$ cat config.mk
export PLATFORM = sky130hd
export DESIGN_NAME = scarv_cop_dispatch
export DESIGN_NICKNAME = d
export VERILOG_FILES = /design/src/rtl/scarv_cop_dispatch_pkg.sv /design/src/rtl/scarv_cop_dispatch_timer.sv /design/src/rtl/scarv_cop_dispatch.sv
export SDC_FILE = /design/constraint.sdc
export NUM_CORES = 1
export LEC_CHECK = 0
export CAP_MARGIN = 20
export CORE_UTILIZATION = 36
export CTS_CLUSTER_DIAMETER = 60
export DETAILED_ROUTE_END_ITERATION = 16
export DONT_BUFFER_PORTS = 1
export PLACE_DENSITY = 0.61
export REMOVE_ABC_BUFFERS = 1
export SYNTH_ARGS = -nofsm -noshare
export SYNTH_HDL_FRONTEND = slang
export SYNTH_SLANG_ARGS = --single-unit
$ cat constraint.sdc
create_clock -name g_clk -period 3 [get_ports g_clk]
set_input_delay 0.45 -clock g_clk [delete_from_list [all_inputs] [get_ports g_clk]]
set_output_delay 0.45 -clock g_clk [all_outputs]
set_load 0.005 [all_outputs]
$ cat src/rtl/scarv_cop_dispatch_pkg.sv
// Shared constants for the coprocessor instruction dispatcher.
//   - FSM state encoding (IDLE, DECODE, EXEC, RESP)
//   - Instruction class codes; each code doubles as the bit index
//     into the one-hot functional-unit launch vector
//   - Default timeout length for an executing instruction
package scarv_cop_dispatch_pkg;

    localparam logic [1:0] ST_IDLE   = 2'd0;
    localparam logic [1:0] ST_DECODE = 2'd1;
    localparam logic [1:0] ST_EXEC   = 2'd2;
    localparam logic [1:0] ST_RESP   = 2'd3;

    // Class 0 means "no functional unit"; the decoder never launches it.
    localparam logic [3:0] ICLASS_NONE         = 4'd0;
    localparam logic [3:0] ICLASS_PACKED_ARITH = 4'd1;
    localparam logic [3:0] ICLASS_TWIDDLE      = 4'd2;
    localparam logic [3:0] ICLASS_LOADSTORE    = 4'd3;
    localparam logic [3:0] ICLASS_RANDOM       = 4'd4;
    localparam logic [3:0] ICLASS_MOVE         = 4'd5;
    localparam logic [3:0] ICLASS_MP           = 4'd6;
    localparam logic [3:0] ICLASS_BITWISE      = 4'd7;

    localparam int DEFAULT_TIMEOUT_CYCLES = 64;

endpackage

$ cat src/rtl/scarv_cop_dispatch_timer.sv
// Execution timeout counter.
//   clk, rst : clock and asynchronous active-high reset
//   clr      : synchronous clear to zero (wins over en)
//   en       : increment by one this cycle
//   cnt      : current count
//   tc       : count equals TIMEOUT_CYCLES-1 (the last permitted cycle)
module scarv_cop_dispatch_timer #(
    parameter int TIMEOUT_CYCLES = 64,
    parameter int CNT_W          = 7
) (
    input  logic             clk,
    input  logic             rst,
    input  logic             clr,
    input  logic             en,
    output logic [CNT_W-1:0] cnt,
    output logic             tc
);

    localparam logic [CNT_W-1:0] TC_VALUE = CNT_W'(TIMEOUT_CYCLES - 1);

    logic [CNT_W-1:0] cnt_d;
    logic [CNT_W-1:0] cnt_q;

    always_comb begin
        cnt_d = cnt_q;
        if (clr) begin
            cnt_d = '0;
        end else if (en) begin
            cnt_d = cnt_q + 1'b1;
        end
    end

    always_ff @(posedge clk or posedge rst) begin
        if (rst) begin
            cnt_q <= '0;
        end else begin
            cnt_q <= cnt_d;
        end
    end

    assign cnt = cnt_q;
    assign tc  = (cnt_q == TC_VALUE);

endmodule

$ cat src/rtl/scarv_cop_dispatch.sv
// Coprocessor instruction sequencer. Accepts one instruction from the CPU,
// holds it for the external decoder, launches the selected functional unit,
// waits for completion (or timeout) and returns the write-back result.
//
// Handshakes: a transfer happens on a rising edge where valid and ready are
// both high. cpu_insn_req/cpu_insn_ack is the instruction channel (ack is the
// ready); cpu_rsp_valid/cpu_rsp_ack is the response channel. cpu_rsp_* stay
// stable while cpu_rsp_valid is high.
//
// Ports:
//   g_clk, g_reset          clock, asynchronous active-high reset
//   cpu_insn_*              instruction request channel from the CPU
//   cpu_rsp_*               response channel to the CPU
//   id_encoded / id_*       held instruction out, decode results in
//   fu_ivalid, fu_abort     one-hot launch and timeout abort to the units
//   fu_idone, fu_wen/wdata  per-class completion and result from the units
//   cprs_init               one-cycle clear pulse to the coprocessor regfile
module scarv_cop_dispatch
    import scarv_cop_dispatch_pkg::*;
#(
    parameter int TIMEOUT_CYCLES = DEFAULT_TIMEOUT_CYCLES,
    parameter int CNT_W          = 7
) (
    input  logic        g_clk,
    input  logic        g_reset,
    input  logic        cpu_insn_req,
    output logic        cpu_insn_ack,
    input  logic [31:0] cpu_insn_enc,
    output logic        cpu_rsp_valid,
    input  logic        cpu_rsp_ack,
    output logic        cpu_rsp_exc,
    output logic        cpu_rsp_wen,
    output logic [4:0]  cpu_rsp_rd,
    output logic [31:0] cpu_rsp_wdata,
    output logic [31:0] id_encoded,
    input  logic        id_exception,
    input  logic [3:0]  id_class,
    input  logic [4:0]  id_rd,
    input  logic        id_cprs_init,
    output logic [15:0] fu_ivalid,
    output logic        fu_abort,
    input  logic [15:0] fu_idone,
    input  logic        fu_wen,
    input  logic [31:0] fu_wdata,
    output logic        cprs_init
);

    logic [1:0]  state_d, state_q;
    logic [31:0] insn_d, insn_q;
    logic [3:0]  class_d, class_q;
    logic [4:0]  rd_d, rd_q;
    logic        exc_d, exc_q;
    logic        wen_d, wen_q;
    logic [31:0] wdata_d, wdata_q;

    logic             timer_clr;
    logic             timer_en;
    logic             timer_tc;
    logic [CNT_W-1:0] timer_cnt;
    logic             done_sel;
    logic             abort;
    logic             init_pulse;

    scarv_cop_dispatch_timer #(
        .TIMEOUT_CYCLES (TIMEOUT_CYCLES),
        .CNT_W          (CNT_W)
    ) u_timer (
        .clk (g_clk),
        .rst (g_reset),
        .clr (timer_clr),
        .en  (timer_en),
        .cnt (timer_cnt),
        .tc  (timer_tc)
    );

    // Only the launched unit's done bit matters; others are ignored.
    assign done_sel = fu_idone[class_q];

    always_comb begin
        state_d    = state_q;
        insn_d     = insn_q;
        class_d    = class_q;
        rd_d       = rd_q;
        exc_d      = exc_q;
        wen_d      = wen_q;
        wdata_d    = wdata_q;
        timer_clr  = 1'b0;
        timer_en   = 1'b0;
        abort      = 1'b0;
        init_pulse = 1'b0;
        case (state_q)
            ST_IDLE: begin
                if (cpu_insn_req) begin
                    insn_d  = cpu_insn_enc;
                    state_d = ST_DECODE;
                end
            end
            ST_DECODE: begin
                class_d = id_class;
                rd_d    = id_rd;
                wdata_d = '0;
                if (id_exception) begin
                    exc_d   = 1'b1;
                    wen_d   = 1'b0;
                    state_d = ST_RESP;
                end else if (id_cprs_init) begin
                    init_pulse = 1'b1;
                    exc_d      = 1'b0;
                    wen_d      = 1'b0;
                    state_d    = ST_RESP;
                end else if (id_class == ICLASS_NONE) begin
                    exc_d   = 1'b1;
                    wen_d   = 1'b0;
                    state_d = ST_RESP;
                end else begin
                    timer_clr = 1'b1;
                    state_d   = ST_EXEC;
                end
            end
            ST_EXEC: begin
                timer_en = 1'b1;
                // Completion takes priority over a coinciding timeout.
                if (done_sel) begin
                    exc_d   = 1'b0;
                    wen_d   = fu_wen;
                    wdata_d = fu_wdata;
                    state_d = ST_RESP;
                end else if (timer_tc) begin
                    abort   = 1'b1;
                    exc_d   = 1'b1;
                    wen_d   = 1'b0;
                    wdata_d = '0;
                    state_d = ST_RESP;
                end
            end
            default: begin
                if (cpu_rsp_ack) begin
                    state_d = ST_IDLE;
                end
            end
        endcase
    end

    always_ff @(posedge g_clk or posedge g_reset) begin
        if (g_reset) begin
            state_q <= ST_IDLE;
            insn_q  <= '0;
            class_q <= '0;
            rd_q    <= '0;
            exc_q   <= 1'b0;
            wen_q   <= 1'b0;
            wdata_q <= '0;
        end else begin
            state_q <= state_d;
            insn_q  <= insn_d;
            class_q <= class_d;
            rd_q    <= rd_d;
            exc_q   <= exc_d;
            wen_q   <= wen_d;
            wdata_q <= wdata_d;
        end
    end

    // Launch vector is decoded from state so an async reset drops it at once.
    assign fu_ivalid     = (state_q == ST_EXEC) ? (16'd1 << class_q) : 16'd0;
    assign fu_abort      = abort;
    assign cprs_init     = init_pulse;
    assign cpu_insn_ack  = (state_q == ST_IDLE);
    assign cpu_rsp_valid = (state_q == ST_RESP);
    assign cpu_rsp_exc   = exc_q;
    assign cpu_rsp_wen   = wen_q;
    assign cpu_rsp_rd    = rd_q;
    assign cpu_rsp_wdata = wen_q ? wdata_q : 32'd0;
    assign id_encoded    = insn_q;

endmodule
## Word-level counts from Yosys, hierarchy flattened

Cells that the tools add are included.

- Bits in registers: 84
- Word-level logic and storage cells: 67
- Output and inout bits: 91
- Bits of input ports: 96

- Multiplexer cells: 40
- Shifts and indexed selects: 1
- $lt $le $gt $ge: 1
- Eq/ne operators: 7
- Add/subtract/negate cells: 1
- Reductions and logical operators: 9

Operators by type and width:

| kind | number |
|---|---|
| $mux W32 | 3 |
| $pmux W32 S2 | 1 |
| $mux W1 | 25 |
| $mux W16 | 1 |
| $shl A1 B4 Y16 const A | 1 |
| $mux W7 | 2 |
| $mux W2 | 4 |
| $add A7 B1 Y7 const B | 1 |
| $eq A7 B6 Y1 const B | 1 |
| $pmux W2 S3 | 1 |
| $reduce_and A3 Y1 | 2 |
| $lt A4 B5 Y1 const B | 1 |
| $bmux W1 S4 | 1 |
| $eq A2 B2 Y1 const B | 2 |
| $logic_not A4 Y1 | 1 |
| $ne A4 B4 Y1 const B | 1 |
| $pmux W1 S2 | 2 |
| $reduce_and A2 Y1 | 2 |
| $reduce_bool A2 Y1 | 2 |
| $reduce_bool A4 Y1 | 1 |
| $ne A3 B3 Y1 const B | 1 |
| $eq A2 B1 Y1 const B | 1 |
| $logic_not A2 Y1 | 1 |
| $ne A2 B2 Y1 const B | 1 |

## Depth between registers and ports, before layout

- Depth after elaboration: 6
- Gate-level depth with buffers: 7
- Mapped depth without buffers: 6

## Modules after synthesis

A second synthesis with hierarchy kept.

- Cell total of the unflattened synthesis: 309
- Area total of the unflattened synthesis: 3,829.9 um^2

By module, submodules not included:

| module | cells each | area an instance (um^2) | times used | sequential area each (um^2) |
|---|---|---|---|---|
| scarv_cop_dispatch | 278 | 3,502.1 | 1 | 1,926.8 |
| scarv_cop_dispatch_timer | 31 | 327.8 | 1 | 175.2 |

## Least setup slack after synthesis

Ideal clock, no wire load.

- Path type: reg2reg
- From: register class_q[0]
- To: register wdata_q[0]
- Clock period less this slack: 2.243 ns
- Setup slack: 0.757 ns
- Required time: 2.879 ns
- Stages on the path, launching flop included: 8
- Arrival time: 2.122 ns
- Path buffers: 3
- Setup time: 0.121 ns
- Path through: dfrtp_1 > buf_6 > mux4_2 > mux4_2 > and2_1 > buf_6 > buf_6 > a22o_1

- Cells in the longest elaborated chain, start to end: 4
- Elaborated cells on any way between the ends: 6
- Those cells by class: eq/ne: 1; mux: 4; reduce/logical: 1

Ends and longest elaborated chain:

| element | RTL line | RTL |
|---|---|---|
| from (decl) | scarv_cop_dispatch.sv:50 | `logic [3:0] class_d, class_q;` |
| from (signal assigned) | scarv_cop_dispatch.sv:156 | `class_q <= class_d;` |
| $bmux W1 S4 (*) | scarv_cop_dispatch.sv:77 | `assign done_sel = fu_idone[class_q];` |
| $mux W1 (not written as such) (*) | scarv_cop_dispatch.sv:77 |  |
| $mux W32 or $ne A3 B3 Y1 (tied branches) | - |  |
| $pmux W32 S2 or $reduce_and A2 Y1 (tied branches) | - |  |
| to (signal assigned) | scarv_cop_dispatch.sv:160 | `wdata_q <= wdata_d;` |
| to (decl) | scarv_cop_dispatch.sv:54 | `logic [31:0] wdata_d, wdata_q;` |

Mark *: on every way between the ends. The rest lies on a longest branch, timed or not. The select of a mux whose other input is x is not followed.
A chain may end at the register's enable or synchronous reset.

## Worst setup path in the final report

- From: register class_q[0]
- To: output fu_abort

- Cells in the longest elaborated chain, start to end: 4

Ends and longest elaborated chain:

| element | RTL line | RTL |
|---|---|---|
| $bmux W1 S4 | scarv_cop_dispatch.sv:77 |  |
| $mux W1 (not written as such) | scarv_cop_dispatch.sv:77 |  |
| $mux W1 | scarv_cop_dispatch.sv:123 | `if (done_sel) begin` |
| $mux W1 | scarv_cop_dispatch.sv:91 | `case (state_q)` |
| to (decl) | scarv_cop_dispatch.sv:41 | `output logic fu_abort,` |

No other way between the ends. The select of a mux whose other input is x is not followed.

==> reports/results.tsv <==
metric	value	unit
vias after detailed routing	2289	
initial antenna violation count	0	
power density cells	1097	mW/mm²
core area	0.01023	mm²
ant diodes	0	
number of synthesized flops with an enable pin	0	
Fillers	994	
CTS root buf	clkbuf_8	
per-cell routed wire length	17.78	µm
# clock sinks	84	
drt pass-1 iters	4	
Final #Nets	393	
Syn. warnings	0	
layout cells sized above 1	0.2399	
clk_skew	14.45	ps
Period minus WS final	2688	ps
CTS buffer count	9	
cells along the critical path	mux4_2, mux4_2, nor2_1	
Fin Setup TNS	0	ps
drt via density	5.299	
Die H	104.4	µm
Area Growth Syn to Fin	7.889	%
CP most frequent cell	mux4_2	
DRC viols	0	
Post-synth top flop	dfrtp_1	
first-pass GRT wire length	12.19	mm
Critical Path End Type	output pin	
worst vdd ir	0.3898	mV
CTS tree	done	
clk_lat worst skew	360	ps
Post-CTS Setup Inserts	0	
Rows	37	
Max Cap Viol	0	
initial core utilization	0.3690	
GRT overflow	0	
commonest non-fill, non-tap cell in the layout	dfrtp_1	
Crit path largest cell delay	560	ps
Fin. Hold Viols	0	
Worst slew margin	0.4382	
DP Wirelength	5.282	mm
Leak	1.770	nW
synthesized area	0.003775	mm²
CTS Hold Bufs	0	
post-route ant nets	0	
Worst-path clk slew	100	ps
Slew Limit Fails	0	
Multi-input gate area	0.001545	mm²
Synth cell types	36	
most frequent cells in the layout	dfrtp_1 (84), mux2_2 (41), and2_1 (33)	
flops & latches, synth	84	
port buffer count	0	
status	completed	
synthesized instance count	293	
final worst-path cycle share	0.8959	
CTS H-tree lvls	3	
Max clock buf depth	2	
Crit Path Class	reg -> out	
die area	0.01090	mm²
number of global-route vias before repair	2362	
slowest stage cell, crit path	mux4_2	
Die Span X	104.4	µm
CP Max Fanout	9	
I/O pins	187	
worst hold path class	in -> async	
RSZ-0062 raised after global routing	no	
fmax	372.1	MHz
sequential-to-total area share from yosys stat	0.5568	
gr usage total	0.1447	
register area	0.002102	mm²
Mean Syn Cell Area	12.88	µm²
post-cts sizing count	0	
final WL	7.680	mm
worst slew pin tran	842.7	ps
R2R cell count	5	
async set-reset flop share out of synthesis	1.000	
WHS	98.33	ps
largest net degree at the start of global routing	48	
Placer Congestion	0.8037	
Finish-stage setup viols	0	
Worst Path Arrival	2240	ps
Setup crit start kind	register	
starting DRC count in detailed routing	124	
worst path required time	2550	ps
## where the power goes
part	internal [mW]	switching, mW	leakage (nW)
logic	0.846	0.770	0.641
registers	1.65	0.446	1.04
clock network	0.312	0.448	0.0881
total	2.81	1.66	1.77
## state kept, by name, indices dropped and copies added (netlist names)
name and cells:
id_encoded 32, cpu_rsp_wen 1, u_timer.cnt 7, wdata_q 32, cpu_rsp_exc 1, cpu_rsp_rd 5
state_q 2, class_q 4
## metrics by stage
step,std cells,power (mW),setup slack (ps),utilization,cell area [µm²]
2_1_floorplan,274,3.299,384.9,-,3662
3_3_place_gp,416,3.684,553.3,0.3803,3891
6_report,432,4.470,312.2,0.3981,4073
5_1_grt,432,4.806,139.6,0.3981,4073
4_1_cts,432,4.537,255.2,0.3981,4073
3_5_place_dp,416,3.751,512.2,0.3803,3891
## final timing paths
kind	start	end	slack, ps
hold / removal	g_reset	id_encoded[24]	100
max in group asynchronous	g_reset	wdata_q[16]	2220
setup / recovery	class_q[0]	fu_abort	310
min in group g_clk	fu_wdata[8]	wdata_q[8]	220
hold reg to reg	wdata_q[25]	wdata_q[25]	500
setup reg to reg	class_q[0]	wdata_q[14]	500
## routing by layer
metal / vias up / global-route usage / routed length (µm)
li1: 1043 / - / -
met3: 19 / 0.05764 / 650
met4: 0 / 0.07755 / 228
met2: 109 / 0.2114 / 3477
met1: 1118 / 0.1830 / 3324
met5: - / 0 / 0
## logic make-up after synthesis
kind of cell	synth area share
AOI/OAI and AO/OA	0.1067
buffers and inverters	0.03381
DFF	0.5568
and+or+nand+nor	0.1160
muxes	0.1574
xor gates and xnor gates	0.009282
adders and majority gates	0.01989
## worst max-delay path, delay by kind of cell (launching register included)
| kind | cells | cell delay (ps) |
|---|---|---|
| and+or+nand+nor | 1 | 230 |
| DFF | 1 | 550 |
| muxes | 2 | 1110 |
## final cells by class
type,instances,area share
Clock inverter,7,0.01413
Clock buffer,9,0.03041
Sequential cell,84,0.5161
Inverter,4,0.003994
Timing Repair Buffer,6,0.01413
Tap cell,136,0.04178
Multi-Input combinational cell,186,0.3794
## synth_stat cells, drive strengths merged, types with 2 or more instances
cell type / count / area (µm²)
dfrtp: 84 / 2102
mux2: 41 / 461.7
and2: 33 / 206.5
a22o: 32 / 280.3
nor2: 19 / 71.32
buf: 12 / 86.32
clkbuf: 7 / 26.28
ha: 6 / 75.07
mux4: 5 / 112.6
nand2: 5 / 18.77
a21oi: 4 / 20.02
inv: 4 / 15.01
nor3: 4 / 20.02
o21ai: 4 / 20.02
nand2b: 3 / 18.77
or3: 3 / 18.77
xor2: 3 / 26.28
a21o: 2 / 15.01
a32o: 2 / 20.02
mux2i: 2 / 20.02
nand3b: 2 / 15.01
nand4: 2 / 12.51
nor3b: 2 / 15.01
nor4: 2 / 12.51
No activity file was read; power rests on OpenSTA's default activity.
